<file path="config.mk">
export PLATFORM = sky130hd
export DESIGN_NAME = cmd_reg_engine_flat
export DESIGN_NICKNAME = d
export VERILOG_FILES = /design/src/rtl/timetag_pkg.sv /design/src/rtl/cmd_reg_engine_if.sv /design/src/rtl/cmd_reg_engine_reply_serializer.sv /design/src/rtl/cmd_reg_engine.sv /design/src/flat_wrapper.sv
export SDC_FILE = /design/constraint.sdc
export NUM_CORES = 1
export LEC_CHECK = 0
export CORE_ASPECT_RATIO = 1.5
export CORE_MARGIN = 3
export CORE_UTILIZATION = 30
export CTS_CLUSTER_DIAMETER = 80
export CTS_CLUSTER_SIZE = 16
export DETAILED_ROUTE_END_ITERATION = 8
export PLACE_DENSITY = 0.52
export SLEW_MARGIN = 20
export SYNTH_ARGS = -nofsm -noshare
export SYNTH_HDL_FRONTEND = slang
export SYNTH_SLANG_ARGS = --single-unit
</file>
<file path="constraint.sdc">
create_clock -name fx2_clk -period 2.4 [get_ports fx2_clk]
set_clock_uncertainty 0.1 [all_clocks]
set_input_delay 0.72 -clock fx2_clk [delete_from_list [all_inputs] [get_ports fx2_clk]]
set_output_delay 0.72 -clock fx2_clk [all_outputs]
set_load 0.05 [all_outputs]
</file>
<file path="src/rtl/timetag_pkg.sv">
// Shared definitions for the timetagger control path.
// Holds the command/reply framing constants and the command engine state type.
package timetag_pkg;

    // Framing bytes, opcodes and status codes of the host command protocol
    localparam logic [7:0] SYNC_REQ  = 8'hAA;
    localparam logic [7:0] SYNC_RPL  = 8'h55;
    localparam logic [7:0] OPC_RD    = 8'h01;
    localparam logic [7:0] OPC_WR    = 8'h02;
    localparam logic [7:0] ST_OK     = 8'h00;
    localparam logic [7:0] ST_BADOPC = 8'hEE;

    // Reply frame lengths in bytes
    localparam logic [2:0] RPL_LEN_SHORT = 3'd3;
    localparam logic [2:0] RPL_LEN_LONG  = 3'd6;

    // Command engine states
    typedef enum logic [2:0] {
        S_IDLE  = 3'd0,
        S_OPC   = 3'd1,
        S_ADDR  = 3'd2,
        S_DATA  = 3'd3,
        S_EXEC  = 3'd4,
        S_RWAIT = 3'd5,
        S_REPLY = 3'd6
    } state_e;

endpackage

</file>
<file path="src/rtl/cmd_reg_engine_if.sv">
// Bundle of the command byte stream, reply port and register bus around the
// command/register engine.
//   slave  : the engine side (consumes commands, produces replies, masters the
//            register bus through its outputs)
//   master : the surrounding side (FX2 interface, register file, testbench)
interface cmd_reg_engine_if;
    logic [7:0]  cmd;
    logic        cmd_wr;
    logic [7:0]  reply;
    logic        reply_rdy;
    logic        reply_ack;
    logic        reply_end;
    logic [7:0]  reg_addr;
    logic [31:0] reg_wdata;
    logic        reg_wr;
    logic        reg_rd;
    logic [31:0] reg_rdata;

    modport slave (
        input  cmd, cmd_wr, reply_ack, reg_rdata,
        output reply, reply_rdy, reply_end, reg_addr, reg_wdata, reg_wr, reg_rd
    );

    modport master (
        output cmd, cmd_wr, reply_ack, reg_rdata,
        input  reply, reply_rdy, reply_end, reg_addr, reg_wdata, reg_wr, reg_rd
    );
endinterface

</file>
<file path="src/rtl/cmd_reg_engine_reply_serializer.sv">
// Reply serializer: holds one reply frame (up to 6 bytes) and presents it byte
// by byte under a ready/ack handshake.
//   clk, rst_n         : clock, async active-low reset
//   load               : capture load_buf/load_len and start presenting byte 0
//   load_buf[k]        : byte k of the frame (byte 0 goes out first)
//   load_len           : frame length, 3 or 6
//   reply_ack          : consumer accepts the presented byte
//   reply/_rdy/_end    : registered byte, valid flag, last-byte flag
//   done               : the last byte transfers this cycle
module reply_serializer (
    input  logic            clk,
    input  logic            rst_n,
    input  logic            load,
    input  logic [5:0][7:0] load_buf,
    input  logic [2:0]      load_len,
    input  logic            reply_ack,
    output logic [7:0]      reply,
    output logic            reply_rdy,
    output logic            reply_end,
    output logic            done
);
    logic [5:0][7:0] frame_q, frame_d;
    logic [2:0]      len_q, len_d;
    logic [2:0]      idx_q, idx_d;
    logic [2:0]      idx_nxt;
    logic [7:0]      byte_q, byte_d;
    logic            rdy_q, rdy_d;
    logic            end_q, end_d;

    // Next-state: load a frame, or step to the next byte on each transfer
    always_comb begin
        frame_d = frame_q;
        len_d   = len_q;
        idx_d   = idx_q;
        byte_d  = byte_q;
        rdy_d   = rdy_q;
        end_d   = end_q;
        idx_nxt = idx_q + 3'd1;
        if (load) begin
            frame_d = load_buf;
            len_d   = load_len;
            idx_d   = 3'd0;
            byte_d  = load_buf[0];
            rdy_d   = 1'b1;
            end_d   = 1'b0;
        end else if (rdy_q && reply_ack) begin
            if (end_q) begin
                // Final byte taken: drop ready the following cycle
                idx_d  = 3'd0;
                byte_d = 8'h00;
                rdy_d  = 1'b0;
                end_d  = 1'b0;
            end else begin
                idx_d  = idx_nxt;
                byte_d = frame_q[idx_nxt];
                end_d  = (idx_nxt == (len_q - 3'd1));
            end
        end else begin
            rdy_d = rdy_q;
        end
    end

    // Frame buffer and registered reply outputs
    always_ff @(posedge clk or negedge rst_n) begin
        if (!rst_n) begin
            frame_q <= '0;
            len_q   <= 3'd0;
            idx_q   <= 3'd0;
            byte_q  <= 8'h00;
            rdy_q   <= 1'b0;
            end_q   <= 1'b0;
        end else begin
            frame_q <= frame_d;
            len_q   <= len_d;
            idx_q   <= idx_d;
            byte_q  <= byte_d;
            rdy_q   <= rdy_d;
            end_q   <= end_d;
        end
    end

    assign reply     = byte_q;
    assign reply_rdy = rdy_q;
    assign reply_end = end_q;
    assign done      = rdy_q & reply_ack & end_q;
endmodule

</file>
<file path="src/rtl/cmd_reg_engine.sv">
// Command/register engine: frames host command bytes (AA opc addr [d0..d3])
// into 32-bit register reads/writes and returns a framed reply per command.
//   fx2_clk, rst_n : sole clock, async active-low reset
//   bus (slave)    : cmd/cmd_wr in, reply/reply_rdy/reply_end out with
//                    reply_ack in, register bus reg_addr/reg_wdata/reg_wr/
//                    reg_rd out with reg_rdata in (valid one cycle after reg_rd)
//   timeout_cnt    : saturating count of frames abandoned for inactivity
module cmd_reg_engine
    import timetag_pkg::*;
#(
    parameter int TIMEOUT = 4096
) (
    input  logic             fx2_clk,
    input  logic             rst_n,
    cmd_reg_engine_if.slave  bus,
    output logic [7:0]       timeout_cnt
);
    localparam int             TO_W    = (TIMEOUT > 2) ? $clog2(TIMEOUT) : 1;
    localparam logic [TO_W-1:0] TO_LAST = TO_W'(TIMEOUT - 1);

    state_e          state_q, state_d;
    logic [7:0]      opc_q, opc_d;
    logic [7:0]      addr_q, addr_d;
    logic [31:0]     wdata_q, wdata_d;
    logic [1:0]      bidx_q, bidx_d;
    logic [TO_W-1:0] tcnt_q, tcnt_d;
    logic [7:0]      tocnt_q, tocnt_d;
    logic            reg_wr_q, reg_wr_d;
    logic            reg_rd_q, reg_rd_d;
    logic            timed_out;
    logic            ser_load;
    logic [5:0][7:0] ser_buf;
    logic [2:0]      ser_len;
    logic            ser_done;

    // Frame decoder, timeout watchdog and reply loading
    always_comb begin
        state_d   = state_q;
        opc_d     = opc_q;
        addr_d    = addr_q;
        wdata_d   = wdata_q;
        bidx_d    = bidx_q;
        tcnt_d    = '0;
        tocnt_d   = tocnt_q;
        reg_wr_d  = 1'b0;
        reg_rd_d  = 1'b0;
        timed_out = 1'b0;
        ser_load  = 1'b0;
        ser_buf   = '0;
        ser_len   = RPL_LEN_SHORT;

        // Inactivity counter only runs while a request frame is half-received;
        // a byte arriving on the terminal count still wins.
        if ((state_q == S_OPC) || (state_q == S_ADDR) || (state_q == S_DATA)) begin
            if (bus.cmd_wr) begin
                tcnt_d = '0;
            end else if (tcnt_q == TO_LAST) begin
                tcnt_d    = '0;
                timed_out = 1'b1;
            end else begin
                tcnt_d = tcnt_q + TO_W'(1);
            end
        end else begin
            tcnt_d = '0;
        end

        case (state_q)
            S_IDLE: begin
                if (bus.cmd_wr && (bus.cmd == SYNC_REQ)) begin
                    state_d = S_OPC;
                end else begin
                    state_d = S_IDLE;
                end
            end
            S_OPC: begin
                if (bus.cmd_wr) begin
                    opc_d = bus.cmd;
                    if ((bus.cmd == OPC_RD) || (bus.cmd == OPC_WR)) begin
                        state_d = S_ADDR;
                    end else begin
                        ser_load = 1'b1;
                        ser_buf  = {8'h00, 8'h00, 8'h00, ST_BADOPC, bus.cmd, SYNC_RPL};
                        state_d  = S_REPLY;
                    end
                end else begin
                    state_d = S_OPC;
                end
            end
            S_ADDR: begin
                if (bus.cmd_wr) begin
                    addr_d = bus.cmd;
                    if (opc_q == OPC_WR) begin
                        bidx_d  = 2'd0;
                        state_d = S_DATA;
                    end else begin
                        reg_rd_d = 1'b1;
                        state_d  = S_EXEC;
                    end
                end else begin
                    state_d = S_ADDR;
                end
            end
            S_DATA: begin
                if (bus.cmd_wr) begin
                    wdata_d[{bidx_q, 3'b000} +: 8] = bus.cmd;
                    if (bidx_q == 2'd3) begin
                        reg_wr_d = 1'b1;
                        state_d  = S_EXEC;
                    end else begin
                        bidx_d = bidx_q + 2'd1;
                    end
                end else begin
                    state_d = S_DATA;
                end
            end
            S_EXEC: begin
                // Strobe is already on the bus this cycle
                if (opc_q == OPC_WR) begin
                    ser_load = 1'b1;
                    ser_buf  = {8'h00, 8'h00, 8'h00, ST_OK, addr_q, SYNC_RPL};
                    state_d  = S_REPLY;
                end else begin
                    state_d = S_RWAIT;
                end
            end
            S_RWAIT: begin
                // reg_rdata is valid now; the serializer captures it directly
                ser_load = 1'b1;
                ser_len  = RPL_LEN_LONG;
                ser_buf  = {bus.reg_rdata, addr_q, SYNC_RPL};
                state_d  = S_REPLY;
            end
            S_REPLY: begin
                if (ser_done) begin
                    state_d = S_IDLE;
                end else begin
                    state_d = S_REPLY;
                end
            end
            default: begin
                state_d = S_IDLE;
            end
        endcase

        if (timed_out) begin
            state_d = S_IDLE;
            tocnt_d = (tocnt_q == 8'hFF) ? tocnt_q : (tocnt_q + 8'd1);
        end else begin
            tocnt_d = tocnt_q;
        end
    end

    // Engine state, latched command fields and registered register strobes
    always_ff @(posedge fx2_clk or negedge rst_n) begin
        if (!rst_n) begin
            state_q  <= S_IDLE;
            opc_q    <= 8'h00;
            addr_q   <= 8'h00;
            wdata_q  <= 32'h0000_0000;
            bidx_q   <= 2'd0;
            tcnt_q   <= '0;
            tocnt_q  <= 8'h00;
            reg_wr_q <= 1'b0;
            reg_rd_q <= 1'b0;
        end else begin
            state_q  <= state_d;
            opc_q    <= opc_d;
            addr_q   <= addr_d;
            wdata_q  <= wdata_d;
            bidx_q   <= bidx_d;
            tcnt_q   <= tcnt_d;
            tocnt_q  <= tocnt_d;
            reg_wr_q <= reg_wr_d;
            reg_rd_q <= reg_rd_d;
        end
    end

    reply_serializer u_ser (
        .clk       (fx2_clk),
        .rst_n     (rst_n),
        .load      (ser_load),
        .load_buf  (ser_buf),
        .load_len  (ser_len),
        .reply_ack (bus.reply_ack),
        .reply     (bus.reply),
        .reply_rdy (bus.reply_rdy),
        .reply_end (bus.reply_end),
        .done      (ser_done)
    );

    assign bus.reg_addr  = addr_q;
    assign bus.reg_wdata = wdata_q;
    assign bus.reg_wr    = reg_wr_q;
    assign bus.reg_rd    = reg_rd_q;
    assign timeout_cnt   = tocnt_q;
endmodule
</file>
<file path="src/flat_wrapper.sv">
// flat-port wrapper written by rule: the top's interface ports become plain ports
module cmd_reg_engine_flat import timetag_pkg::*;
#(
    parameter int TIMEOUT = 4096
)
  (fx2_clk, rst_n, timeout_cnt, bus_cmd, bus_cmd_wr, bus_reply_ack, bus_reg_rdata, bus_reply, bus_reply_rdy, bus_reply_end, bus_reg_addr, bus_reg_wdata, bus_reg_wr, bus_reg_rd);
  cmd_reg_engine_if bus_i ();
  input  logic fx2_clk;
  input  logic rst_n;
  output logic [7:0] timeout_cnt;
  input wire logic [$bits(bus_i.cmd)-1:0] bus_cmd;
  input wire logic [$bits(bus_i.cmd_wr)-1:0] bus_cmd_wr;
  input wire logic [$bits(bus_i.reply_ack)-1:0] bus_reply_ack;
  input wire logic [$bits(bus_i.reg_rdata)-1:0] bus_reg_rdata;
  output wire logic [$bits(bus_i.reply)-1:0] bus_reply;
  output wire logic [$bits(bus_i.reply_rdy)-1:0] bus_reply_rdy;
  output wire logic [$bits(bus_i.reply_end)-1:0] bus_reply_end;
  output wire logic [$bits(bus_i.reg_addr)-1:0] bus_reg_addr;
  output wire logic [$bits(bus_i.reg_wdata)-1:0] bus_reg_wdata;
  output wire logic [$bits(bus_i.reg_wr)-1:0] bus_reg_wr;
  output wire logic [$bits(bus_i.reg_rd)-1:0] bus_reg_rd;
  assign bus_i.cmd = bus_cmd;
  assign bus_i.cmd_wr = bus_cmd_wr;
  assign bus_i.reply_ack = bus_reply_ack;
  assign bus_i.reg_rdata = bus_reg_rdata;
  assign bus_reply = bus_i.reply;
  assign bus_reply_rdy = bus_i.reply_rdy;
  assign bus_reply_end = bus_i.reply_end;
  assign bus_reg_addr = bus_i.reg_addr;
  assign bus_reg_wdata = bus_i.reg_wdata;
  assign bus_reg_wr = bus_i.reg_wr;
  assign bus_reg_rd = bus_i.reg_rd;
  cmd_reg_engine #(.TIMEOUT(TIMEOUT)) u_core (.fx2_clk(fx2_clk), .rst_n(rst_n), .bus(bus_i), .timeout_cnt(timeout_cnt));
endmodule
</file>
==> out/qor.yml <==
drt_wl_total_um: 16080
hp-class: "in2async"
synth_edf_count: 0
m1WireLength_um: 6819
rows: 63
cts_sinks: 132
route.detailed.drc: 0
gp_congestion: 0.7813
gr-usage-all-layers_pct: 15.16
timing.final.crit_period_ps: 2362
synth_flop_cell: "dfrtp_1"
final_hold_viol_count: 0
crit_chain: "clkdlybuf4s50_1"
yosys.area.top_type: "dfrtp_1"
synth_most_common_cell: "dfrtp_1"
yosysSeqAreaShare_pct: 54.37
drtAntennaViolNets: 0
cts_buffers: 17
die_w_um: 122.2
async_reset_ff_share_pct: 100.0
route.met2.wl_um: 8334
vias_per_cell: 4.850
crit_buf_inv: 1
hpwl_um: 11850
final_util_pct: 41.71
htree_num_levels: 4
maxCapViolations: 0
antenna_found_initial: 0
vdd_drop_max_uv: 618.5
clk_pin_slew_ps: 60
final_cells: 981
diodes: 0
finalPower_mw: 10.55
critPathMaxStageDelay_ps: 800
critPathArrivalTime_ps: 1540
area_growth_pct: 36.37
grt_max_degree: 59
nNetsFinal: 762
synth_area_um2: 6076
cp_max_fo: 2
cts_tree: "yes"
rrSetupSlack_ps: 200
synthTopCellsByArea: "dfrtp_1 (54%), nand2_1 (6.9%), a22o_1 (4.3%), o21ai_0 (3.5%), mux2_2 (2.4%)"
rsz0062_at_grt: "false"
fp.dieH_um: 180.3
dr_wl_met3_um: 480
drv_slew: 0
critical-path-slowest-cell: "clkdlybuf4s50_1"
grt_pass1_wl_um: 26180
setup.worst_path.start_class: "flip-flop"
io_buffers: 103
routed.top_layer: "met4"
ctsHoldBuffers: 0
cts_resized: 32
hold_ws_ps: 136.4
io_pins: 104
vias: 4758
path_delay_family: "buffers and inverters"
placed_cells: 949
synthTopCellsByCount: "dfrtp_1 (132), nand2_1 (111), o21ai_0 (42)"
p_leak_nw: 3.806
synth-seq-cells: 132
yosysWarnings: 0
fin_crit_sh_pct: 98.43
synthCells: 565
start_util_pct: 30.59
drt_pre_antenna_iters: 4
synth_top_cell_area_share_pct: 54.37
power.density_nw_per_um2: 1273
slew_headroom_pct: 58.14
grt_overflow: 0
yosys.cell_types.count: 58
clock_path_buffers: 2
layout-drive-gt1-share_pct: 19.42
grt_pass1_vias: 5028
die_area_um2: 22030
core_um2: 19860
clock_latency_ps: 410
drt-wirelength-per-cell_um: 16.39
tightest_slew_ps: 623.7
syn_area_per_cell_um2: 10.75
required_ps: 1580
fmax_ghz: 0.4233
root_buffer: "clkbuf_16"
cts_setup_buffers: 0
critPathCaptureType: "output port"
worst-setup-path-type: "reg2out"
synth_nets: 619
outcome: "finished clean"
finalSetupViolCount: 0
dr.first_iter.drc_count: 210
metrics by stage:
step	worst slack (ps)	setup TNS, ps	area (um^2)
floorplan	181.0	0	6076
global placement	-348.3	-16310	7634
CTS	6.263	0	8285
global route	0.5349	0	8285
finish	37.71	0	8285
detailed placement	-337.5	-16470	7634
placed cells by master (no fill, tap or decap), types with 3 or more instances in the layout:
| cell type | count |
|---|---|
| a21oi_1 | 16 |
| a221o_1 | 9 |
| a22o_1 | 30 |
| a2bb2oi_1 | 6 |
| a31oi_1 | 3 |
| and2_1 | 4 |
| and3_1 | 4 |
| buf_12 | 3 |
| buf_4 | 74 |
| bufinv_16 | 6 |
| clkbuf_16 | 17 |
| clkbuf_8 | 3 |
| clkdlybuf4s50_1 | 44 |
| clkinvlp_4 | 3 |
| dfrtp_1 | 132 |
| dlygate4sd2_1 | 32 |
| ha_1 | 10 |
| inv_1 | 9 |
| mux2_2 | 13 |
| mux2i_1 | 9 |
| mux4_2 | 4 |
| nand2_1 | 111 |
| nand2b_1 | 5 |
| nand3_1 | 8 |
| nand3b_1 | 3 |
| nand4_1 | 4 |
| nor2_1 | 28 |
| nor2b_1 | 4 |
| nor3_1 | 16 |
| nor3b_1 | 4 |
| nor4_1 | 4 |
| o211ai_1 | 4 |
| o21ai_0 | 42 |
| o31ai_1 | 4 |
| xnor2_1 | 13 |
| xor2_1 | 8 |
layout make-up:
| type | count | area [um^2] |
|---|---|---|
| clock inverter | 12 | 225.2 |
| multi-input combinational | 395 | 2595 |
| timing repair buffer | 153 | 1336 |
| tap | 260 | 325.3 |
| sequential | 132 | 3303 |
| fill | 1976 | 11580 |
| inverter | 9 | 33.78 |
| clock buffer | 20 | 466.7 |
power by group:
group / internal (mW) / switching (mW)
clock network: 2.03 / 0.981
logic: 1.73 / 2.38
registers: 2.90 / 0.532
total: 6.66 / 3.89
state kept, by name (all words and copies together) (netlist names):
name / cells
u_core.u_ser.frame_q: 41
u_core.bus.reg_wdata: 32
u_core.tcnt_q: 12
u_core.bus.reg_addr: 8
u_core.opc_q: 8
u_core.timeout_cnt: 8
u_core.u_ser.reply: 8
u_core.state_q: 3
u_core.u_ser.idx_q: 3
u_core.u_ser.len_q: 3
u_core.bidx_q: 2
u_core.bus.reg_rd: 1
u_core.bus.reg_wr: 1
u_core.u_ser.reply_end: 1
u_core.u_ser.reply_rdy: 1
path summary, 6_finish.rpt:
check                                                           from                                    to  depth (start not counted)
worst max-delay path            u_core.bus.reg_wdata[30]$_DFFE_PN0P_                     bus_reg_wdata[30]                          1
worst min-delay path                                           rst_n  u_core.u_ser.frame_q[44]$_DFFE_PN0P_                          1
max in group asynchronous                                      rst_n  u_core.bus.reg_wdata[19]$_DFFE_PN0P_                          2
worst min register to register     u_core.u_ser.len_q[1]$_DFFE_PN0P_     u_core.u_ser.len_q[1]$_DFFE_PN0P_                          2
min in group fx2_clk               u_core.u_ser.len_q[1]$_DFFE_PN0P_     u_core.u_ser.len_q[1]$_DFFE_PN0P_                          2
worst max register to register            u_core.tcnt_q[0]$_DFF_PN0_     u_core.timeout_cnt[6]$_DFFE_PN0P_                          5
cells by family after synthesis:
| group | count (synthesis) | share of synthesized area, % |
|---|---|---|
| buf+inv | 38 | 3.027 |
| mux | 27 | 5.560 |
| flops | 132 | 54.37 |
| fa+ha+maj | 10 | 2.059 |
| compound gates | 125 | 14.58 |
| simple gates | 212 | 17.38 |
| xor+xnor | 21 | 3.027 |
metal layers:
layer	vias to the layer above	global-route usage [%]
met4	0	6.323
met3	27	2.858
met5	-	0
li1	2309	-
met2	94	26.42
met1	2328	18.11
Power figures use the tool's default switching activity.
